[src/rtl/reg_file_sb.sv]
// reg_file_sb: 32-entry general-purpose register file with a pending-write scoreboard.
// Supplies the A/B operand latches through two combinational read ports. The writeback
// stage drives the single write port. The scoreboard tracks issued-but-not-written
// destinations and flags read-after-write (hazard) and write-after-write (waw) conflicts.
//
// Ports:
//   clk, reset        system clock; synchronous active-high reset
//   ra1, ra2          read addresses (A and B operands)
//   rd1, rd2          combinational read data, with same-cycle writeback bypass
//   we, wa, wd        writeback write enable, address and data
//   issue_valid       an instruction with a register destination issues this cycle
//   issue_dst         destination register of the issuing instruction
//   hazard            ra1/ra2 names a register whose write is still outstanding (comb)
//   waw               issue_dst is already pending (comb)
//   busy              at least one pending bit is set (from registered state)
module reg_file_sb #(
   parameter int unsigned DATA_W = 32,
   parameter int unsigned ADDR_W = 5
) (
   input  logic              clk,
   input  logic              reset,
   input  logic [ADDR_W-1:0] ra1,
   input  logic [ADDR_W-1:0] ra2,
   output logic [DATA_W-1:0] rd1,
   output logic [DATA_W-1:0] rd2,
   input  logic              we,
   input  logic [ADDR_W-1:0] wa,
   input  logic [DATA_W-1:0] wd,
   input  logic              issue_valid,
   input  logic [ADDR_W-1:0] issue_dst,
   output logic              hazard,
   output logic              waw,
   output logic              busy
);

   localparam int unsigned DEPTH = 1 << ADDR_W;

   logic [DATA_W-1:0] mem [DEPTH];
   logic [DEPTH-1:0]  pend_q;
   logic [DEPTH-1:0]  pend_d;

   logic wr_en;
   logic set_en;
   logic wr_hit1;
   logic wr_hit2;
   logic wr_hit_dst;
   logic h1;
   logic h2;

   // Writes and issues to register 0 are discarded.
   assign wr_en  = we && (wa != '0);
   assign set_en = issue_valid && (issue_dst != '0);

   // A writeback in the current cycle to the same address resolves the conflict.
   assign wr_hit1    = we && (wa == ra1);
   assign wr_hit2    = we && (wa == ra2);
   assign wr_hit_dst = we && (wa == issue_dst);

   // Read ports: zero register, then bypass of the in-flight write, then storage.
   always_comb begin
      rd1 = mem[ra1];
      if (ra1 == '0)
         rd1 = '0;
      else if (wr_hit1)
         rd1 = wd;

      rd2 = mem[ra2];
      if (ra2 == '0)
         rd2 = '0;
      else if (wr_hit2)
         rd2 = wd;
   end

   // Scoreboard next state: the clear is applied first so that a same-address set wins.
   always_comb begin
      pend_d = pend_q;
      if (wr_en)
         pend_d[wa] = 1'b0;
      if (set_en)
         pend_d[issue_dst] = 1'b1;
      pend_d[0] = 1'b0;
   end

   assign h1     = (ra1 != '0) && pend_q[ra1] && !wr_hit1;
   assign h2     = (ra2 != '0) && pend_q[ra2] && !wr_hit2;
   assign hazard = h1 || h2;
   assign waw    = set_en && pend_q[issue_dst] && !wr_hit_dst;
   assign busy   = |pend_q[DEPTH-1:1];

   // Storage and scoreboard state; reset takes precedence over writeback and issue.
   always_ff @(posedge clk) begin
      if (reset) begin
         for (int unsigned i = 0; i < DEPTH; i++)
            mem[i] <= '0;
         pend_q <= '0;
      end else begin
         if (wr_en)
            mem[wa] <= wd;
         pend_q <= pend_d;
      end
   end

endmodule

[config.mk]
export PLATFORM = sky130hd
export DESIGN_NAME = reg_file_sb
export DESIGN_NICKNAME = d
export VERILOG_FILES = /design/src/rtl/reg_file_sb.sv
export SDC_FILE = /design/constraint.sdc
export NUM_CORES = 2
export LEC_CHECK = 0
export BUFFER_PORTS_ARGS = -buffer_cell sky130_fd_sc_hd__clkbuf_2
export CAP_MARGIN = 30
export CELL_PAD_IN_SITES_DETAIL_PLACEMENT = 0
export CELL_PAD_IN_SITES_GLOBAL_PLACEMENT = 1
export CORE_MARGIN = 4
export CORE_UTILIZATION = 54
export CTS_BUF_LIST = sky130_fd_sc_hd__clkbuf_16
export DETAILED_ROUTE_END_ITERATION = 12
export GPL_ROUTABILITY_DRIVEN = 0
export HOLD_SLACK_MARGIN = 0.06
export PLACE_DENSITY_LB_ADDON = 0.1
export SYNTH_ARGS = -nofsm -noshare
export SYNTH_HDL_FRONTEND = slang
export SYNTH_SLANG_ARGS = --single-unit
[constraint.sdc]
create_clock -name clk -period 4.3 [get_ports clk]
set_input_delay 0.86 -clock clk [delete_from_list [all_inputs] [get_ports clk]]
set_output_delay 0.86 -clock clk [all_outputs]
set_load 0.01 [all_outputs]
==> impl_metrics.yaml <==
sta:
  rsz0062_at_grt: "false"
  maxSlewViolCount: 0
  slew_headroom: 0.256
  tightest_slew_ps: 1110
  finalClockSkew_ps: 0
  setup_viol: 2
  max_freq_ghz: 0.232
  setup_slack_ps: -13.3
  post-route-period-util: 1.00
  hold_violations: 0
  fin_hold_ws_ps: 518
  period_minus_slack_ps: 4310
power_and_ir_drop:
  p_leak_nw: 23.2
  peakVddDrop_uv: 335
  power_density_mw_per_mm2: 384
setup_path:
  end_kind: "output port"
  crit_start: "ra1[4]"
  crit_end: "rd1[26]"
  critPathKind: "input port to output port"
  reg2regPathDepth: 2
  cp.required_ps: 3440
  reg2reg_slack_ps: 3500
  cp_data_arrival_time_ps: 3450
  timing.rr.start: "pend_q[16]"
  r2r-end: "pend_q[16]"
  start_kind: "input port"
  worstPathMaxFanout: 12
place:
  dp_hpwl_mm: 133
  dp.cells: 5273
  placed_area_mm2: 0.0616
  io_buffer_count: 122
yosys:
  synth_seq_area_share: 0.546
  synth_edf_count: 1024
  synth_area_mm2: 0.0574
  synth_area_leaders: "edfxtp_1 54%, mux4_2 20%, and2_1 11%"
  yosysWarnings: 0
  syn_inst: 3851
  async_flop_share: 0
  synth_top_area_frac: 0.535
  ys_types: 61
  synth_largest_area_cell: "edfxtp_1"
  avgSynthCellArea_um2: 14.9
  synth_seq_cells: 1055
  ys_dominant_reg_cell: "edfxtp_1"
final_layout:
  fin_nets: 4061
  fin_area_mm2: 0.0652
  drive_above_1_share: 0.292
  fillers: 7882
  layout.cells.non_filler: 5508
  area_growth_pct: 13.5
clock_tree:
  numCtsBuffers: 116
  cts_sinks: 1055
  hold_buffers: 0
  clock_latency_ps: 720
  root_buffer: "clkbuf_16"
  cts_max_path_buffers: 3
  cts_max_level: 3
  cts_tree: "built"
  clkTransAtPathRegs_ps: 60
die:
  std_cell_rows: 119
  chipHeight_um: 334
  fp.dieW_um: 334
  core_area_mm2: 0.105
  design.die.area_mm2: 0.112
  boundaryPins: 123
  initial_core_util: 0.545
route:
  vias_per_cell: 7.18
  ant_nets: 0
  vias: 39500
  routed_wl_mm: 216
  drt_first_iter_violations: 6496
  drt-pass1-iter-count: 7
  wire_per_inst_um: 39.3
  drc_errors: 0
job:
  maxCapViolCount: 0
outcome:
  status: "complete, but fails checks"
  violations: "negative setup slack"
global_routing:
  grt.total_usage: 0.387
  grt_pass1_vias: 39700
  antenna_found_initial: 20
  grt_max_degree: 65
  overflow: 0
  grt_pass1_wl_mm: 301
worst_hold_path:
  hp-class: "register to register"
  hp-start: "pend_q[19]"
cells in the mapped netlist (12+ instances only):
cell,n
edfxtp_1,1024
and2_1,993
mux4_2,520
clkbuf_1,273
mux2i_1,153
nor2_1,112
nand2_1,75
buf_2,65
o21ai_0,62
o22ai_1,60
a21o_1,56
a2111oi_0,39
dfxtp_1,31
a221oi_1,27
buf_4,27
inv_1,27
buf_6,25
nor3_1,23
buf_1,20
a211oi_1,16
a221o_1,16
a21oi_1,15
mux2_2,14
nand3_1,13
a32o_1,12
a32oi_1,12
nor2b_1,12
metal layers:
metal / up-vias / GRT usage / share of wire
met2: 3405 / 0.575 / 0.44
met1: 20200 / 0.510 / 0.34
met5: - / 0 / 0.000060
met4: 2 / 0.198 / 0.058
met3: 679 / 0.135 / 0.15
li1: 15200 / - / -
registers in the layout, summed over array words and instances, names as in the netlist:
register,count
mem,1024
pend_q,31
report_power, final:
group	total (W)	internal [W]	switching, W
clock network	0.00938	0.00520	0.00418
registers	0.0121	0.0118	0.000293
logic	0.00354	0.00150	0.00204
layout by cell type (no fill, tap or decap), types with 10 or more instances in the layout:
| cell | n |
|---|---|
| a21oi_1 | 15 |
| buf_12 | 84 |
| a2111oi_0 | 35 |
| mux2_2 | 14 |
| diode_2 | 15 |
| mux4_2 | 520 |
| nand2_1 | 75 |
| nor2_1 | 79 |
| nor2_4 | 29 |
| nor3_1 | 20 |
| dfxtp_1 | 31 |
| a32o_1 | 12 |
| nand3_1 | 12 |
| nand2b_1 | 10 |
| and2_1 | 993 |
| clkinv_1 | 22 |
| a21o_2 | 24 |
| conb_1 | 32 |
| clkbuf_2 | 114 |
| a211oi_1 | 16 |
| clkbuf_16 | 119 |
| inv_1 | 64 |
| o22ai_1 | 59 |
| mux2i_1 | 153 |
| clkinv_2 | 24 |
| a21o_1 | 32 |
| edfxtp_1 | 1024 |
| o21ai_0 | 61 |
| a32oi_1 | 12 |
| a221oi_1 | 27 |
| a221o_1 | 16 |
| buf_4 | 215 |
| mux4_1 | 10 |
repair_timing:
action	CTS	global route
resized for setup	2	5
pin swaps	0	1
setup buffers	0	5
setup endpoints to repair	2	11
critical path, cell delays in order:
cell       delay, ps
clkbuf_2         310
buf_4            260
or2_2            610
buf_4            270
nor2_1            50
a2111oi_0        690
nor3_1           110
nor2_1           140
clkbuf_2         140
final cells by class:
cell class                 count  area [um2]  share of cell area
sequential                  1055       31400               0.481
multi-input combinational   2383       24500               0.375
timing repair buffer         421        3950              0.0606
clock buffer                 119        2980              0.0457
tap                         1391        1740              0.0267
clock inverter                96         539             0.00827
inverter                      28         106             0.00163
antenna                       15        37.5            0.000576
cells by family (layout without fill, tap and decap cells):
family,Yosys count,in the layout,share of synthesized area
other cells,1,47,0.0000653
simple gates,1299,1299,0.134
buf+inv,444,664,0.0367
xor+xnor,15,15,0.00229
flops,1055,1055,0.546
compound gates,340,340,0.0431
mux,697,697,0.238
per-stage QoR:
step | setup WS (ps) | total power (W) | TNS (ps) | utilization
global route | 8.61 | 0.0257 | 0 | 0.618
detailed placement | -43.0 | 0.0158 | -67.5 | 0.584
floorplan | 425 | 0.0142 | 0 | -
global placement | -89.5 | 0.0157 | -210 | 0.584
finish | -13.3 | 0.0251 | -18.7 | 0.618
CTS | 11.0 | 0.0250 | 0 | 0.617
how the worst min path moves through the flow:
stage,to,slack [ps],depth (start not counted)
4_1_cts,pend_q[19],520,2
3_3_place_gp,pend_q[11],480,2
6_report,pend_q[19],520,2
3_5_place_dp,pend_q[19],510,2
2_1_floorplan,pend_q[11],470,2
5_1_grt,pend_q[10],540,2
No activity file was read; power rests on OpenSTA's default activity.
